--- src/rtl/sram_wb_target_pkg.sv ---
// Shared constants, timing helpers and state encoding for the SRAM Wishbone target.
package sram_wb_target_pkg;

   localparam int SYS_CLOCK_MHZ  = 64;
   localparam int WB_ADDR_WIDTH  = 20;
   localparam int DATA_WIDTH     = 8;
   localparam int RAM_ADDR_WIDTH = 17;

   // Datasheet limits of the external 128K x 8 asynchronous SRAM.
   localparam int SRAM_T_AA_NS = 55;   // address/OE access time
   localparam int SRAM_T_WP_NS = 45;   // minimum write pulse width

   typedef enum logic [2:0] {
      IDLE  = 3'd0,
      READ  = 3'd1,
      SETUP = 3'd2,
      PULSE = 3'd3,
      HOLD  = 3'd4,
      ACK   = 3'd5
   } sram_state_t;

   // Round a nanosecond limit up to whole system clocks so timing rescales with SYS_CLOCK_MHZ.
   function automatic int ns_to_cycles(input int ns);
      return (ns * SYS_CLOCK_MHZ + 999) / 1000;
   endfunction

endpackage

--- src/rtl/sram_wb_target_if.sv ---
// Wishbone B4 pipelined single-beat bus between the SPI initiator and the SRAM target.
interface sram_wb_target_if;
   import sram_wb_target_pkg::*;

   logic [WB_ADDR_WIDTH-1:0] adr;
   logic [DATA_WIDTH-1:0]    dat_w;   // initiator -> target write data
   logic [DATA_WIDTH-1:0]    dat_r;   // target -> initiator read data
   logic                     we;
   logic                     cyc;
   logic                     stb;
   logic                     stall;
   logic                     ack;

   modport master (output adr, dat_w, we, cyc, stb, input dat_r, stall, ack);
   modport slave  (input adr, dat_w, we, cyc, stb, output dat_r, stall, ack);

endinterface

--- src/rtl/sram_wb_target.sv ---
// Wishbone responder that turns each accepted single-beat request into a timed
// access on an asynchronous 128K x 8 SRAM and returns one ack pulse.
// READ_CYCLES and WRITE_CYCLES are legal from 1 to 15 (4-bit down-counter).
module sram_wb_target
   import sram_wb_target_pkg::*;
#(
   parameter int READ_CYCLES  = ns_to_cycles(SRAM_T_AA_NS),
   parameter int WRITE_CYCLES = ns_to_cycles(SRAM_T_WP_NS)
) (
   input  logic                      clock_i,
   input  logic                      reset_ni,
   sram_wb_target_if.slave           wb,
   output logic [RAM_ADDR_WIDTH-1:0] ram_addr_o,
   input  logic [DATA_WIDTH-1:0]     ram_data_i,
   output logic [DATA_WIDTH-1:0]     ram_data_o,
   output logic                      ram_data_oe_o,
   output logic                      ram_ce_n_o,
   output logic                      ram_oe_n_o,
   output logic                      ram_we_n_o
);

   localparam logic [3:0] READ_LOAD  = 4'(READ_CYCLES - 1);
   localparam logic [3:0] WRITE_LOAD = 4'(WRITE_CYCLES - 1);

   sram_state_t               r_state;
   logic [3:0]                r_cnt;
   logic                      r_lost;     // cyc_i dropped at some point during this access
   logic                      r_stall;
   logic                      r_ack;
   logic [DATA_WIDTH-1:0]     r_dat;
   logic [RAM_ADDR_WIDTH-1:0] r_addr;
   logic [DATA_WIDTH-1:0]     r_wdat;
   logic                      r_data_oe;
   logic                      r_ce_n;
   logic                      r_oe_n;
   logic                      r_we_n;

   logic w_accept;
   logic w_cyc_lost;
   logic w_unused_adr;

   assign w_accept     = wb.cyc & wb.stb & ~r_stall;
   assign w_cyc_lost   = r_lost | ~wb.cyc;
   // Bits above the SRAM size are decoded upstream and deliberately ignored here.
   assign w_unused_adr = ^wb.adr[WB_ADDR_WIDTH-1:RAM_ADDR_WIDTH];

   assign wb.stall      = r_stall;
   assign wb.ack        = r_ack;
   assign wb.dat_r      = r_dat;
   assign ram_addr_o    = r_addr;
   assign ram_data_o    = r_wdat;
   assign ram_data_oe_o = r_data_oe;
   assign ram_ce_n_o    = r_ce_n;
   assign ram_oe_n_o    = r_oe_n;
   assign ram_we_n_o    = r_we_n;

   // Access sequencer: state, shared down-counter and every registered bus/pad output.
   always_ff @(posedge clock_i) begin
      if (!reset_ni) begin
         r_state   <= IDLE;
         r_cnt     <= 4'd0;
         r_lost    <= 1'b0;
         r_stall   <= 1'b0;
         r_ack     <= 1'b0;
         r_dat     <= {DATA_WIDTH{1'b0}};
         r_addr    <= {RAM_ADDR_WIDTH{1'b0}};
         r_wdat    <= {DATA_WIDTH{1'b0}};
         r_data_oe <= 1'b0;
         r_ce_n    <= 1'b1;
         r_oe_n    <= 1'b1;
         r_we_n    <= 1'b1;
      end else begin
         r_ack <= 1'b0;
         case (r_state)
            IDLE: begin
               if (w_accept) begin
                  r_addr  <= wb.adr[RAM_ADDR_WIDTH-1:0];
                  r_wdat  <= wb.dat_w;
                  r_stall <= 1'b1;
                  r_lost  <= 1'b0;
                  r_state <= wb.we ? SETUP : READ;
               end else begin
                  r_stall <= 1'b0;
               end
            end
            READ: begin
               r_lost <= w_cyc_lost;
               if (r_oe_n) begin
                  // First READ clock: open the SRAM outputs and start the access timer.
                  r_ce_n <= 1'b0;
                  r_oe_n <= 1'b0;
                  r_cnt  <= READ_LOAD;
               end else if (r_cnt == 4'd0) begin
                  r_dat   <= ram_data_i;
                  r_ce_n  <= 1'b1;
                  r_oe_n  <= 1'b1;
                  r_ack   <= ~w_cyc_lost;
                  r_state <= ACK;
               end else begin
                  r_cnt <= r_cnt - 4'd1;
               end
            end
            SETUP: begin
               r_lost <= w_cyc_lost;
               if (r_ce_n) begin
                  // Address/data setup clock before WE falls.
                  r_ce_n    <= 1'b0;
                  r_data_oe <= 1'b1;
               end else begin
                  r_we_n  <= 1'b0;
                  r_cnt   <= WRITE_LOAD;
                  r_state <= PULSE;
               end
            end
            PULSE: begin
               r_lost <= w_cyc_lost;
               if (r_cnt == 4'd0) begin
                  r_we_n  <= 1'b1;
                  r_state <= HOLD;
               end else begin
                  r_cnt <= r_cnt - 4'd1;
               end
            end
            HOLD: begin
               // Data stayed driven one clock past the WE rising edge.
               r_ce_n    <= 1'b1;
               r_data_oe <= 1'b0;
               r_ack     <= ~w_cyc_lost;
               r_state   <= ACK;
            end
            ACK: begin
               r_stall <= 1'b0;
               r_lost  <= 1'b0;
               r_state <= IDLE;
            end
            default: begin
               r_state   <= IDLE;
               r_stall   <= 1'b0;
               r_data_oe <= 1'b0;
               r_ce_n    <= 1'b1;
               r_oe_n    <= 1'b1;
               r_we_n    <= 1'b1;
            end
         endcase
      end
   end

endmodule

--- src/flat_wrapper.sv ---
// flat-port wrapper written by rule: the top's interface ports become plain ports
module sram_wb_target_flat import sram_wb_target_pkg::*;
#(
   parameter int READ_CYCLES  = ns_to_cycles(SRAM_T_AA_NS),
   parameter int WRITE_CYCLES = ns_to_cycles(SRAM_T_WP_NS)
)
  (clock_i, reset_ni, ram_addr_o, ram_data_i, ram_data_o, ram_data_oe_o, ram_ce_n_o, ram_oe_n_o, ram_we_n_o, wb_adr, wb_dat_w, wb_we, wb_cyc, wb_stb, wb_dat_r, wb_stall, wb_ack);
  sram_wb_target_if wb_i ();
  input  logic clock_i;
  input  logic reset_ni;
  output logic [RAM_ADDR_WIDTH-1:0] ram_addr_o;
  input  logic [DATA_WIDTH-1:0] ram_data_i;
  output logic [DATA_WIDTH-1:0] ram_data_o;
  output logic ram_data_oe_o;
  output logic ram_ce_n_o;
  output logic ram_oe_n_o;
  output logic ram_we_n_o;
  input wire logic [$bits(wb_i.adr)-1:0] wb_adr;
  input wire logic [$bits(wb_i.dat_w)-1:0] wb_dat_w;
  input wire logic [$bits(wb_i.we)-1:0] wb_we;
  input wire logic [$bits(wb_i.cyc)-1:0] wb_cyc;
  input wire logic [$bits(wb_i.stb)-1:0] wb_stb;
  output wire logic [$bits(wb_i.dat_r)-1:0] wb_dat_r;
  output wire logic [$bits(wb_i.stall)-1:0] wb_stall;
  output wire logic [$bits(wb_i.ack)-1:0] wb_ack;
  assign wb_i.adr = wb_adr;
  assign wb_i.dat_w = wb_dat_w;
  assign wb_i.we = wb_we;
  assign wb_i.cyc = wb_cyc;
  assign wb_i.stb = wb_stb;
  assign wb_dat_r = wb_i.dat_r;
  assign wb_stall = wb_i.stall;
  assign wb_ack = wb_i.ack;
  sram_wb_target #(.READ_CYCLES(READ_CYCLES), .WRITE_CYCLES(WRITE_CYCLES)) u_core (.clock_i(clock_i), .reset_ni(reset_ni), .wb(wb_i), .ram_addr_o(ram_addr_o), .ram_data_i(ram_data_i), .ram_data_o(ram_data_o), .ram_data_oe_o(ram_data_oe_o), .ram_ce_n_o(ram_ce_n_o), .ram_oe_n_o(ram_oe_n_o), .ram_we_n_o(ram_we_n_o));
endmodule
--- config.mk ---
export PLATFORM = sky130hd
export DESIGN_NAME = sram_wb_target_flat
export DESIGN_NICKNAME = d
export VERILOG_FILES = /design/src/rtl/sram_wb_target_pkg.sv /design/src/rtl/sram_wb_target_if.sv /design/src/rtl/sram_wb_target.sv /design/src/flat_wrapper.sv
export SDC_FILE = /design/constraint.sdc
export NUM_CORES = 1
export LEC_CHECK = 0
export ABC_AREA = 0
export CAP_MARGIN = 0
export CORE_ASPECT_RATIO = 1.2
export CORE_MARGIN = 2
export CORE_UTILIZATION = 35
export DETAILED_ROUTE_END_ITERATION = 6
export PLACE_DENSITY = 0.66
export RECOVER_POWER = 100
export SLEW_MARGIN = 20
export SYNTH_ARGS = -nofsm -noshare
export SYNTH_HDL_FRONTEND = slang
export SYNTH_SLANG_ARGS = --single-unit
--- constraint.sdc ---
create_clock -name clock_i -period 2 [get_ports clock_i]
set_input_delay 0.4 -clock clock_i [delete_from_list [all_inputs] [get_ports clock_i]]
set_output_delay 0.4 -clock clock_i [all_outputs]
set_load 0.05 [all_outputs]
==> summary.txt, run 1 <==
Status: complete, no violations
Clock Sinks: 47
Highest fanout seen on the critical path: 2
Reg power frac: 0.429
Filler instances: 563
CP Launch Type: flop
Relative area change from synthesis to final layout: 46.7%
Post-synthesis mux area share: 0.0390
Critical path required time: 1.60 ns
Final setup margin: 0.0899 ns
Maximum resistive drop on vdd: 0.448 mV
Remaining routing DRC violations: 0
Setup crit end kind: primary output
Internal cell power: 0.00172 W
Router iterations before antenna repair: 4
Worst slew margin: 0.604
Starting density of the core: 0.362
Share of the yosys chip area belonging to registers: 0.459
Type of the most critical hold path: reg -> reg
Dominant combinational cell family by area after synthesis: simple AND/OR/NAND/NOR gates
Register Area: 941 µm²
Worst-case hold slack: 0.430 ns
Global placer's final weighted congestion: 0.767
Fraction of the mapped netlist area in adder cells: 0.00610
Count of maximum capacitance violations: 0
Mean routed wirelength per cell: 12.0 µm
Drt initial violations: 75
Number of warnings issued by yosys: 0
Critical-path cell list: dlygate4sd3_1
Remaining number of nets flagged by the antenna check after routing: 0
Min cycle time layout: 1.91 ns
Seq cells post-synth: 47
Switching Fraction: 0.288
Area share of xor/xnor cells in the synthesized design: 0
Number of standard cells in the final layout excluding fillers: 390
Least-Margin Pin Slew: 0.597 ns
Resize count post-CTS: 0
Critical path depth: 1
Slowest cell on the critical path: dlygate4sd3_1
Count of hold buffers inserted by post-cts repair: 0
Pins Over Slew Limit: 0
Fraction of layout cells with a size suffix above 1: 0.0645
Top cell type's share of synthesized area: 0.459
Buf/Inv on CP: 1
Maximum level of the CTS H-tree: 2
First-pass GRT wire length: 7.68 mm
Crit path to: ram_addr_o[9]
Final setup violating endpoints: 0
Worst-path clk slew: 0.09 ns
Count of pins on the block boundary: 80
Post-synthesis area per instance: 8.73 µm²
Cells after Synth: 235
Primary flip-flop cell chosen by synthesis mapping: dfxtp_1
Placeable core area: 5670 µm²
Fraction of registers with async set or reset after synthesis: 0
Synth unique cells: 44
DPL Wire Length: 3.16 mm
Critical Setup Path Class: reg -> out
Total congestion overflow: 0
Total instance count after detailed placement: 382
Worst R2R Start: u_core.r_cnt[0]
Post-synth design cell area: 2050 µm²
Area used by multi-input combinational logic: 990 µm²
Max frequency: 524 MHz
Via count: 1870
Final hold violation count: 0
Number of enable-type register cells in the synthesized netlist: 0
Clock power share: 0.338
NumNets Final: 351
Largest buffer count on any clock path: 2
Setup slack of the worst register-to-register path: 0.21 ns
Summed negative setup slack over all endpoints: 0 ns
Cell area power density: 804 nW/µm²
Most frequent cells in the layout: nand2_1, dfxtp_1, clkdlybuf4s50_1
Clock Tree Root: clkbuf_8
Most common cell after layout, fill and taps aside: nand2_1
Pin count of the biggest net entering global routing: 50
Total die area: 6490 µm²
Final wirelength: 4.69 mm
Cell types with the largest area share after synthesis: dfxtp_1, nand2_1, a21boi_1
Proportion of power drawn by combinational gates: 0.233
Placement-stage cell area: 2910 µm²
DR vias/cell: 4.79
Clock latency on the worst-skew pair: 0.29 ns
Count of antenna diodes in the layout: 0
Final cell area excluding filler cells: 3010 µm²
Crit path launch: u_core.ram_addr_o[9]
Antenna violations before repair: 0
Worst Clk Skew: 0.00730 ns
Area fraction in compound gates after synthesis: 0.199
Buffers inserted during post-CTS setup optimization: 0
All-layer global routing usage: 0.150
Syn_nets: 277
RSZ-0062 raised after global routing: false
Worst reg2reg path depth: 7
Period utilisation layout: 0.955
CTS Buf Count: 5
Switching power: 0.000697 W
Gate family responsible for the most delay along the worst path: buffers and inverters
# port buffers: 76
Post-synth top area cell: dfxtp_1
Horizontal die dimension: 73.9 µm
Number of placement rows: 30
Pre-CTS setup slack: 0.0961 ns
Data arrival time at the worst-slack endpoint: 1.51 ns
Clock tree from TritonCTS: built
Post-synthesis simple-gate area fraction: 0.243
Die Y-Extent: 87.9 µm
Reg2Reg Capture Point: u_core.wb.dat_r[2]
Maximum cell stage delay along the critical path: 0.88 ns
P_leak: 1.22 nW
Vias in the first global route: 1706
-- final cells by class --
cell class / instances / area share
Clock buffer: 5 / 0.0229
Tap cell: 80 / 0.0333
Sequential cell: 47 / 0.313
Clock inverter: 3 / 0.0224
Inverter: 6 / 0.00748
Multi-Input combinational cell: 166 / 0.329
Timing Repair Buffer: 83 / 0.273
-- metrics by stage --
step                      power, W   util
after floorplan            0.00144      -
after global placement     0.00165  0.513
after detailed placement   0.00166  0.513
after CTS                  0.00250  0.537
after global routing       0.00255  0.531
final                      0.00242  0.531
-- state kept, by name, indices dropped and copies added, names as in the netlist --
signal	count
u_core.r_cnt	4
u_core.r_lost	1
u_core.r_state	3
u_core.ram_addr_o	17
u_core.ram_ce_n_o	1
u_core.ram_data_o	8
u_core.ram_data_oe_o	1
u_core.ram_oe_n_o	1
u_core.ram_we_n_o	1
u_core.wb.ack	1
u_core.wb.dat_r	8
u_core.wb.stall	1
-- worst min-delay path by stage --
stage                   from             to  cells past startpoint
6_report       u_core.r_lost  u_core.wb.ack                      1
5_1_grt        u_core.r_lost  u_core.wb.ack                      1
4_1_cts        u_core.r_lost  u_core.wb.ack                      1
3_5_place_dp   u_core.r_lost  u_core.wb.ack                      1
3_3_place_gp   u_core.r_lost  u_core.wb.ack                      1
2_1_floorplan  u_core.r_lost  u_core.wb.ack                      1
-- cells in the mapped netlist (2+ instances only) --
master / number
a211oi_1: 3
a21boi_0: 6
a21boi_1: 21
a21oi_1: 6
a22oi_1: 2
a31oi_1: 2
buf_2: 6
buf_4: 2
buf_6: 2
clkbuf_1: 6
dfxtp_1: 47
inv_1: 6
mux2i_1: 8
nand2_1: 56
nand2b_1: 2
nand3_1: 3
nor2_1: 5
nor2b_1: 10
nor3_1: 4
nor3b_1: 3
o21ai_0: 10
o32ai_1: 2
or2b_1: 2
-- cells by family after synthesis --
group	count (synthesis)
muxes	8
buffers and inverters	22
DFF	47
and+or+nand+nor	98
adders and majority gates	1
AOI/OAI and AO/OA	59
-- power groups by stage --
| stage | clock [W] | combinational, W | sequential [W] |
|---|---|---|---|
| final | 0.000819 | 0.000564 | 0.00104 |
| after global routing | 0.000891 | 0.000613 | 0.00105 |
| after CTS | 0.000855 | 0.000601 | 0.00104 |
| after detailed placement | 0 | 0.000599 | 0.00106 |
| after global placement | 0 | 0.000594 | 0.00106 |
| after floorplan | 0 | 0.000237 | 0.00120 |
-- per-layer routing --
metal	GRT usage	wire, µm	share of wire
met5	0	0	0
met4	0.0529	30	0.0064
met3	0.0426	305	0.065
met2	0.257	2340	0.50
met1	0.176	2020	0.43
(Power assumes the default switching activity.)
==> run 2: changes to the inputs <==
Settings changed: CAP_MARGIN 0 to 20, CORE_ASPECT_RATIO 1.2 to 1.25.
==> run 2 against run 1 <==
Against the previous run:
- clock power fell by 32%
- first-iteration DRC count fell by 9.3%
- combinational power rose by 0.7%
- clock skew fell by 0.0037 ns
- final cell count fell by 2.6%
- worst setup slack got worse by 0.010 ns
- non-clock buffer count rose by 4
- critical path depth did not move
- critical path type unchanged
==> summary.txt, run 2 (same netlist as run 1, synthesis figures left out) <==
Via count: 1865
CP Launch Type: flop
Data arrival time at the worst-slack endpoint: 1.52 ns
Type of the most critical hold path: reg -> reg
Critical-path cell list: dlygate4sd3_1
Total die area: 6500 µm²
Largest buffer count on any clock path: 2
Final wirelength: 4.66 mm
Max frequency: 521 MHz
Critical Setup Path Class: reg -> out
Drt initial violations: 68
Die Y-Extent: 89.6 µm
Highest fanout seen on the critical path: 3
Clock Tree Root: clkbuf_8
Remaining routing DRC violations: 0
Gate family responsible for the most delay along the worst path: buffers and inverters
# port buffers: 76
Setup crit end kind: primary output
Starting density of the core: 0.357
Buffers inserted during post-CTS setup optimization: 0
Cell area power density: 727 nW/µm²
DR vias/cell: 4.91
Resize count post-CTS: 0
Clock tree from TritonCTS: built
Antenna violations before repair: 0
Global placer's final weighted congestion: 0.788
Placeable core area: 5740 µm²
Count of hold buffers inserted by post-cts repair: 0
Count of pins on the block boundary: 80
Period utilisation layout: 0.960
Worst-path clk slew: 0.08 ns
Final cell area excluding filler cells: 2970 µm²
Slowest cell on the critical path: dlygate4sd3_1
Final setup violating endpoints: 0
Horizontal die dimension: 72.5 µm
Status: complete, no violations
Clock latency on the worst-skew pair: 0.29 ns
First-pass GRT wire length: 7.51 mm
Clock Sinks: 47
RSZ-0062 raised after global routing: false
Worst Clk Skew: 0.00359 ns
Most frequent cells in the layout: nand2_1, dfxtp_1, clkdlybuf4s50_1
Maximum level of the CTS H-tree: 2
Router iterations before antenna repair: 4
DPL Wire Length: 3.30 mm
Mean routed wirelength per cell: 12.3 µm
Placement-stage cell area: 2920 µm²
Vias in the first global route: 1677
Count of maximum capacitance violations: 0
Total congestion overflow: 0
Least-Margin Pin Slew: 0.610 ns
NumNets Final: 355
All-layer global routing usage: 0.146
Relative area change from synthesis to final layout: 44.6%
Critical path required time: 1.60 ns
Pin count of the biggest net entering global routing: 27
Count of antenna diodes in the layout: 0
Number of placement rows: 31
Most common cell after layout, fill and taps aside: nand2_1
Worst slew margin: 0.595
Final hold violation count: 0
CTS Buf Count: 5
Remaining number of nets flagged by the antenna check after routing: 0
Maximum resistive drop on vdd: 0.419 mV
Fraction of layout cells with a size suffix above 1: 0.0701
Buf/Inv on CP: 1
Filler instances: 578
Maximum cell stage delay along the critical path: 0.88 ns
P_leak: 1.20 nW
Pins Over Slew Limit: 0
Max FFs per register: 17
Summed negative setup slack over all endpoints: 0 ns
Min cycle time layout: 1.92 ns
-- run 2: area by class of cell --
class	instances	area, µm²	share of cell area
inverter	6	22.5	0.00759
clock inverter	2	12.5	0.00422
timing repair buffer	87	847	0.285
multi-input combinational	166	990	0.333
sequential	47	941	0.317
clock buffer	6	72.6	0.0245
tap	66	82.6	0.0278
-- run 2: final timing paths --
check / from / to / slack, ns / cells past startpoint
max reg2reg: u_core.r_cnt[0] / u_core.wb.dat_r[2] / 0.22 / 7
min reg2reg: u_core.r_lost / u_core.wb.ack / 0.42 / 1
max: u_core.ram_we_n_o / ram_we_n_o / 0.08 / 1
min: u_core.r_lost / u_core.wb.ack / 0.42 / 1
-- run 2: where the power goes --
part / switching (W) / internal (W)
clock: 0.000309 / 0.000245
sequential: 0.0000435 / 0.000992
combinational: 0.000333 / 0.000235
-- run 2: metrics by stage --
stage	hold slack, ns	utilization	instances	total power, W	setup WS [ns]
CTS	0.426	0.524	380	0.00223	0.0957
global placement	0.407	0.509	372	0.00166	0.150
detailed placement	0.412	0.509	372	0.00166	0.112
global route	0.444	0.517	380	0.00228	0.0352
finish	0.423	0.517	380	0.00216	0.0794
floorplan	0.392	-	235	0.00144	0.410
-- run 2: routing by layer --
metal  share of wire  track usage  vias up
li1                -            -      960
met1            0.45        0.176      844
met2            0.47        0.249       54
met3           0.058       0.0379        7
met4           0.014       0.0623        0
met5               0            0        -
